### src/rtl/pi_txn_queue.sv
// Pi register-port transaction capture and queue feeding the 68000 bus-cycle sequencer.
// Optional PI_TXN_WRITE_POSTING_EN: busy only for pending reads or a full queue.
module pi_txn_queue #(
  parameter int DEPTH = 4
) (
  input  logic        c200m,
  input  logic        reset,
  input  logic [1:0]  PI_A,
  input  logic        PI_RD,
  input  logic        PI_WR,
  input  logic [15:0] pi_d_in,
  output logic [15:0] pi_d_out,
  output logic        pi_d_oe,
  output logic        PI_TXN_IN_PROGRESS,
  output logic        op_valid,
  input  logic        op_ready,
  output logic [23:0] op_addr,
  output logic [15:0] op_data,
  output logic        op_rw,
  output logic        op_uds_n,
  output logic        op_lds_n,
  output logic [2:0]  op_fc,
  input  logic        op_done,
  input  logic [15:0] op_rdata,
  output logic        overflow
);

  localparam int AW = $clog2(DEPTH);
  localparam int CW = AW + 1;

  typedef enum logic [1:0] {
    REG_DATA    = 2'd0,
    REG_ADDR_LO = 2'd1,
    REG_ADDR_HI = 2'd2,
    REG_STATUS  = 2'd3
  } reg_t;

  typedef struct packed {
    logic [23:0] addr;
    logic [15:0] data;
    logic        rw;
    logic        uds_n;
    logic        lds_n;
    logic [2:0]  fc;
  } entry_t;

  logic          wr_s1, wr_s2, wr_s3;
  logic          rd_s1, rd_s2;
  logic          unused_rd;
  logic [15:0]   data_q;
  logic [15:0]   addr_q;
  logic [15:0]   rd_data_q;
  entry_t        mem [DEPTH];
  logic [AW-1:0] wr_ptr, rd_ptr;
  logic [CW-1:0] count, count_n;
  logic [7:0]    outstanding, outstanding_n;
  logic [7:0]    rd_pend, rd_pend_n;
  logic          last_rw;
  logic          busy_q, busy_n;
  logic          overflow_q;

  logic          wr_event, commit, status_clr, full, pop, push, done_ok, rd_done;
  reg_t          sel;
  entry_t        new_entry, head;

  assign sel        = reg_t'(PI_A);
  assign wr_event   = wr_s2 && !wr_s3;
  assign commit     = wr_event && (sel == REG_ADDR_HI);
  assign status_clr = wr_event && (sel == REG_STATUS) && pi_d_in[14];
  assign full       = (count == CW'(DEPTH));
  assign op_valid   = (count != '0);
  assign pop        = op_valid && op_ready;
  assign push       = commit && (!full || pop);
  assign done_ok    = op_done && (outstanding != '0);
  assign rd_done    = done_ok && last_rw;
  // The synchronised read strobe is kept for the read-side path; the Pi
  // drive enable deliberately follows the raw strobe.
  assign unused_rd  = rd_s2;

  always_comb begin
    new_entry.addr  = {pi_d_in[7:0], addr_q};
    new_entry.data  = data_q;
    new_entry.rw    = pi_d_in[9];
    new_entry.uds_n = pi_d_in[8] ? addr_q[0] : 1'b0;
    new_entry.lds_n = pi_d_in[8] ? !addr_q[0] : 1'b0;
    new_entry.fc    = pi_d_in[15:13];
  end

  // NOTE: every signal written in always_comb gets a default first so no latch is inferred.
  always_comb begin
    count_n       = count;
    outstanding_n = outstanding;
    rd_pend_n     = rd_pend;
    if (push && !pop)      count_n = count + 1'b1;
    else if (pop && !push) count_n = count - 1'b1;
    if (pop && !done_ok)      outstanding_n = outstanding + 8'd1;
    else if (done_ok && !pop) outstanding_n = outstanding - 8'd1;
    if (push && new_entry.rw && !(rd_done && rd_pend != '0)) rd_pend_n = rd_pend + 8'd1;
    else if (!(push && new_entry.rw) && rd_done && rd_pend != '0) rd_pend_n = rd_pend - 8'd1;
`ifdef PI_TXN_WRITE_POSTING_EN
    busy_n = (rd_pend_n != '0) || (count_n == CW'(DEPTH));
`else
    busy_n = (count_n != '0) || (outstanding_n != '0);
`endif
  end

  // NOTE: state registers use non-blocking assignments so all flops update together at the edge.
  always_ff @(posedge c200m) begin
    if (reset) begin
      // Edge-detect history preset high: a strobe still high when reset
      // releases must fall and rise again before it counts as a write.
      wr_s1       <= 1'b1;
      wr_s2       <= 1'b1;
      wr_s3       <= 1'b1;
      rd_s1       <= 1'b0;
      rd_s2       <= 1'b0;
      data_q      <= '0;
      addr_q      <= '0;
      rd_data_q   <= '0;
      wr_ptr      <= '0;
      rd_ptr      <= '0;
      count       <= '0;
      outstanding <= '0;
      rd_pend     <= '0;
      last_rw     <= 1'b0;
      busy_q      <= 1'b0;
      overflow_q  <= 1'b0;
    end else begin
      wr_s1       <= PI_WR;
      wr_s2       <= wr_s1;
      wr_s3       <= wr_s2;
      rd_s1       <= PI_RD;
      rd_s2       <= rd_s1;
      if (wr_event && sel == REG_DATA)    data_q <= pi_d_in;
      if (wr_event && sel == REG_ADDR_LO) addr_q <= pi_d_in;
      if (push) wr_ptr <= wr_ptr + 1'b1;
      if (pop) begin
        rd_ptr  <= rd_ptr + 1'b1;
        last_rw <= head.rw;
      end
      if (rd_done) rd_data_q <= op_rdata;
      count       <= count_n;
      outstanding <= outstanding_n;
      rd_pend     <= rd_pend_n;
      busy_q      <= busy_n;
      if (commit && !push) overflow_q <= 1'b1;
      else if (status_clr) overflow_q <= 1'b0;
    end
  end

  // NOTE: the entry storage has no reset; the empty queue presents idle values instead.
  always_ff @(posedge c200m) begin
    if (push) mem[wr_ptr] <= new_entry;
  end

  assign head               = mem[rd_ptr];
  assign op_addr            = op_valid ? head.addr  : 24'h0;
  assign op_data            = op_valid ? head.data  : 16'h0;
  assign op_rw              = op_valid ? head.rw    : 1'b1;
  assign op_uds_n           = op_valid ? head.uds_n : 1'b1;
  assign op_lds_n           = op_valid ? head.lds_n : 1'b1;
  assign op_fc              = op_valid ? head.fc    : 3'b111;
  assign pi_d_out           = rd_data_q;
  assign pi_d_oe            = PI_RD && (PI_A == 2'd0);
  assign PI_TXN_IN_PROGRESS = busy_q;
  assign overflow           = overflow_q;

endmodule
### config.mk
export PLATFORM = sky130hd
export DESIGN_NAME = pi_txn_queue
export DESIGN_NICKNAME = d
export VERILOG_FILES = /design/src/rtl/pi_txn_queue.sv
export SDC_FILE = /design/constraint.sdc
export NUM_CORES = 1
export LEC_CHECK = 0
export ABC_AREA = 1
export BUFFER_PORTS_ARGS = -buffer_cell sky130_fd_sc_hd__buf_2
export CAP_MARGIN = 20
export CORE_MARGIN = 2
export CORE_UTILIZATION = 50
export CTS_CLUSTER_DIAMETER = 200
export CTS_CLUSTER_SIZE = 12
export DETAILED_ROUTE_END_ITERATION = 8
export HOLD_SLACK_MARGIN = 0.1
export PLACE_DENSITY = 0.82
export SLEW_MARGIN = 10
export SYNTH_ARGS = -nofsm -noshare
export SYNTH_HDL_FRONTEND = slang
export SYNTH_SLANG_ARGS = --single-unit
### constraint.sdc
create_clock -name c200m -period 3.7 [get_ports c200m]
set_input_delay 0.74 -clock c200m [delete_from_list [all_inputs] [get_ports c200m]]
set_output_delay 0.74 -clock c200m [all_outputs]
set_load 0.005 [all_outputs]
Word level (Yosys, flattened, before mapping)
Memory sizes are Yosys's and may differ from the RTL's. A register that Yosys moved wholly into a read port is not among the register bits.
Index checks and enable logic that the tools add are counted.
{ "totals": {"elab_cells": 72, "ram_bits": 184, "ff_bits": 69, "mem_bits_ro": 0, "output_inout_bits": 66, "mem_count": 1, "latchBits": 0} }
{ "op_classes": {"n_div": 0, "n_mux": 18, "bitwise": 0, "n_addsub": 6, "n_eq_ne": 4, "n_shift": 0, "reduce_logical": 30, "mul": 0, "n_lt_le_gt_ge": 0} }
{ "mem_list": {"columns": ["name", "depth", "word_bits", "read_ports", "rd_clocked_by_memory_dff", "wr", "line_no", "text"], "rows": [
  ["mem", 4, 46, 1, 1, 1, "53", "entry_t mem [DEPTH];"]
]} }
{ "ops": {"columns": ["operator", "n"], "rows": [
  ["$mux 24", 1],
  ["$logic_and 1x1->1", 16],
  ["$mux 16", 1],
  ["$mux 8", 2],
  ["$reduce_bool 8->1", 2],
  ["$mux 1", 9],
  ["$mux 3", 3],
  ["$add 8x1->8 const B", 1],
  ["$sub 8x1->8 const B", 1],
  ["$logic_not 1->1", 6],
  ["$reduce_bool 3->1", 2],
  ["$add 2x1->2 const B", 2],
  ["$eq 2x2->1 const B", 2],
  ["$mux 2", 2],
  ["$add 3x1->3 const B", 1],
  ["$eq 3x3->1 const B", 1],
  ["$sub 3x1->3 const B", 1],
  ["$eq 2x1->1 const B", 1],
  ["$logic_not 2->1", 1],
  ["$logic_or 1x1->1", 2],
  ["$reduce_bool 2->1", 1]
]} }

Longest topological paths before layout
{ "depth": {"word_depth": 10, "depth_mapped": 15, "ltp_nobuf": 15} }

Worst setup path after synthesis
Ideal clock, no wire load.
{ "synth_timing": {"path_type": "in2reg", "from": "in PI_A[0]", "to": "mem mem[0][0] (netlist name) (enable)", "cell_stages": 5, "arrival_time_ns": 3.096, "setup_time_ns": 0.450, "path_buffers": 0, "setup_slack_ns": 0.154, "path_cell_list": "inv_2 nand2_1 nor2_2 nand2_1 nor2_1"} }
{ "synth_between": {"elab_chain_cells": 5} }
{ "synth_lines": {"columns": ["item", "line_no", "text"], "rows": [
  ["start: declaration", "8", "input logic [1:0] PI_A,"],
  ["$eq 2x2->1", "68", "assign commit = wr_event && (sel == REG_ADDR_HI);"],
  ["$logic_and 1x1->1", "68", null],
  ["$logic_and 1x1->1", "73", "assign push = commit && (!full || pop);"],
  ["$mux 1", "153", "if (push) mem[wr_ptr] <= new_entry;"],
  ["$mux 1 (implied by the code)", "153", null],
  ["end: declaration", "53", null]
]} }
No other way between the ends.

==> results summary <==
TritonCTS built the clock tree. The run finished with clean final reports. The number of pins with negative max-slew slack in the final report is 0. STA classifies the critical path startpoint as a flip-flop. The highest ir drop seen on vdd came out at 479 uV. Across every metal layer, demand over resource in global routing totals 20.7%. Once the clock tree was built, the setup fixing pass inserted 0 buffers. The pin count of the biggest net entering global routing came out at 93. The number of hold violations in the final report came out at 0. For the final routed database, the setup TNS stands at 0 ps. The weighted congestion reported at the end of routability-driven placement is 0.828.

The net total in the final layout is 1116. Sorting the synthesized cells by how often they occur yields nor2_1 (266), edfxtp_1 (184), o21ai_0 (123). Setup violations remaining at the end of the flow were counted as 0.

The root buffer cell is clkbuf_16. The number of synthesized flops with an enable pin is 184. The Yosys step of the flow raised 0 warnings. The worst slew margin relative to its limit is 31.6%. The hold slack is 398 ps. The remaining antenna violation count is 0.

The pin slew with the least headroom to its limit came out at 1030 ps. The number of global-route vias before repair came out at 6971. The number of levels in the clock H-tree came out at 1. By instance count, the leading cell after synthesis is nor2_1. The final core utilization came out at 58.3%.

The number of iterations in the first detailed-routing pass is 7. The detailed router finished its first iteration with 611 violations. Timing would allow up to 300 MHz. The final period demand of the worst path came out at 3330 ps. The most used flip-flop cell after synthesis is edfxtp_1.

The library cell occupying the most area in the post-synthesis netlist is edfxtp_1. The total clock buffers created by CTS came out at 25. The clock transition at the registers of the reported paths came out at 60 ps.

Data on the critical path arrives at its endpoint at 2590 ps. For this run, asynchronously set or reset flops after synthesis account for 0%. The total of cells resized after clock tree synthesis came out at 0. In the post-synthesis netlist, the biggest area contributors are edfxtp_1 (54%), dfxtp_1 (14%), nor2_1 (9.8%).

The total via count in the routed design is 7333. Setup repair after global routing left no endpoint under its margin. The detailed-route DRC error count is 0. The post-layout instance count excluding filler cells came out at 1354. The number of antenna violations at the first check in global routing came out at 1. The tightest min-delay check is of the input port to flip-flop type.

Dividing the detail-routed wire length by the instance count gives 16.8 um. The cell family contributing the most delay on the critical path is buffers and inverters. During placement, the flow inserted port buffers numbering 105. The share of Yosys cell area claimed by the top area cell type came out at 54.0%. The share of layout cells above drive strength 1 came out at 16.0%.

The count of pins on the block boundary is 106. The count of max-cap constraint violations is 0. The post-synth net total is 1023. Measured along the x axis, the die boundary spans 147 um. The synthesized area per cell is 10.5 um2. The effective utilization at floorplan is 50.7%. The standby leakage power came out at 4.58 nW. The buffer and inverter count on the worst path is 2. The first global-routing pass estimated 36000 um of wire.

Detailed placement ended at an HPWL of 14300 um. STA puts the critical path data required time at 2960 ps. The register bit total from synthesis came out at 255. For the final database, setup skew stands at 26.6 ps.

The final critical-path share of the clock period came out at 90.1%. The cell count after synthesis came out at 973. The height of the chip came out at 147 um.

The clock reaches the later pin of the worst-skew pair after 530 ps. The signal on the critical path passes through buf_4 > nor2_1 > o311ai_0 > buf_2. The cts-stage hold buffer count came out at 0. The kind of end point of the critical path is a primary output. The area added between synthesis and finish is 14.9%.

The share of synthesized area occupied by flip-flops and latches came out at 67.9%. The biggest cell delay along the critical path is 700 ps. The post-synthesis instance area came out at 10200 um2. The setup path with the least slack is of type flip-flop to primary output. The number of inserted diodes came out at 0. The power per cell area came out at 667 nW/um2. Of all nets on the critical path, the largest fanout is 92. The residual overflow from global routing came out at 0. The placeable core region is 20200 um2. The synthesized netlist contains 32 unique library cells.

In this run the core area contains 52 standard-cell rows. Summed over all layers, the routed wires come to 22700 um. The number of placed cells counting well taps is 1309. The via density per instance came out at 5.42. The slowest stage cell on the critical path is buf_4. The maximum clock insertion buffer count is 3. The die covers 21600 um2. The number of clock sinks seen by CTS is 255.
[layer usage]
layer / GRT usage, % / vias up / part of all wire (%)
met1: 26.8 / 3503 / 40
met5: 0 / - / 0
met3: 4.01 / 44 / 8.1
li1: - / 3500 / -
met4: 4.52 / 0 / 1.8
met2: 36.6 / 286 / 50
[worst register-to-register path, stage by stage, from the launching register on]
cell,delay (ps)
dfxtp_1,340
inv_1,80
ha_1,250
nand3b_1,180
nand2_1,320
nor2_4,550
buf_4,370
[report_power, final]
group,total (W),switching [W],internal [W]
logic,0.00229,0.00150,0.000790
registers,0.00324,0.000110,0.00313
clock network,0.00230,0.00102,0.00128
[layout make-up]
| class | instances | area, um2 |
|---|---|---|
| multi-input combinational | 629 | 2950 |
| clock buffer | 43 | 693 |
| timing repair buffer | 119 | 656 |
| inverter | 36 | 138 |
| sequential | 255 | 6950 |
| clock inverter | 2 | 31.3 |
| tap | 270 | 338 |
| fill | 1611 | 8420 |
[flip-flops by register name (all words and copies together) (netlist names), 2 cells and up, named ones only]
signal / flops
addr_q: 16
data_q: 16
rd_ptr: 2
count: 3
mem: 184
outstanding: 8
wr_ptr: 2
pi_d_out: 16
[cells by family (layout without fill, tap and decap cells)]
kind of cell	count (synthesis)	count (layout)	synth area share, %
DFF	255	255	67.9
adders and majority gates	10	10	1.22
and+or+nand+nor	405	405	16.1
xor gates and xnor gates	11	11	0.942
buffers and inverters	89	200	3.60
AOI/OAI and AO/OA	203	203	10.2
[stage by stage]
stage / setup WS, ps / cell area (um2) / power [W]
global placement: 929 / 11000 / 0.00553
floorplan: 154 / 10200 / 0.00477
finish: 366 / 11800 / 0.00784
detailed placement: 819 / 11000 / 0.00560
global route: 58.2 / 11800 / 0.00826
CTS: 252 / 11800 / 0.00787
[cells in the final DEF (no fill, tap or decap)]
master     instances
nand4_1            5
buf_2            105
nand3_1           29
nor2_2             1
clkbuf_1          18
a21oi_1           72
inv_4              1
o21ai_0          123
nand2_2            3
o21a_1             1
o21ai_1            1
nor3b_1            1
ha_1              10
nor2_4             6
nand3b_1           1
a32o_1             1
inv_1             31
nor3_2             2
buf_4             12
nor3_1             1
nand3_2            2
nor2_1           261
dfxtp_2            2
nand2_4            2
buf_12             2
inv_16             1
or2_2              4
nand2_1           87
dfxtp_1           69
clkbuf_16         25
edfxtp_1         184
xor2_1            11
inv_8              1
o311ai_0           5
inv_2              4
[path summary, 6_finish.rpt]
kind / startpoint / cells past startpoint / endpoint / slack [ps]
setup / recovery: flip-flop / 4 / op_lds_n / 370
hold / removal: PI_WR / 2 / wr_s1 / 400
setup reg to reg: count[0] / 6 / mem[1][17] / 1270
hold reg to reg: wr_s1 / 1 / wr_s2 / 420
Note: power is estimated with default switching activity, not from simulation.
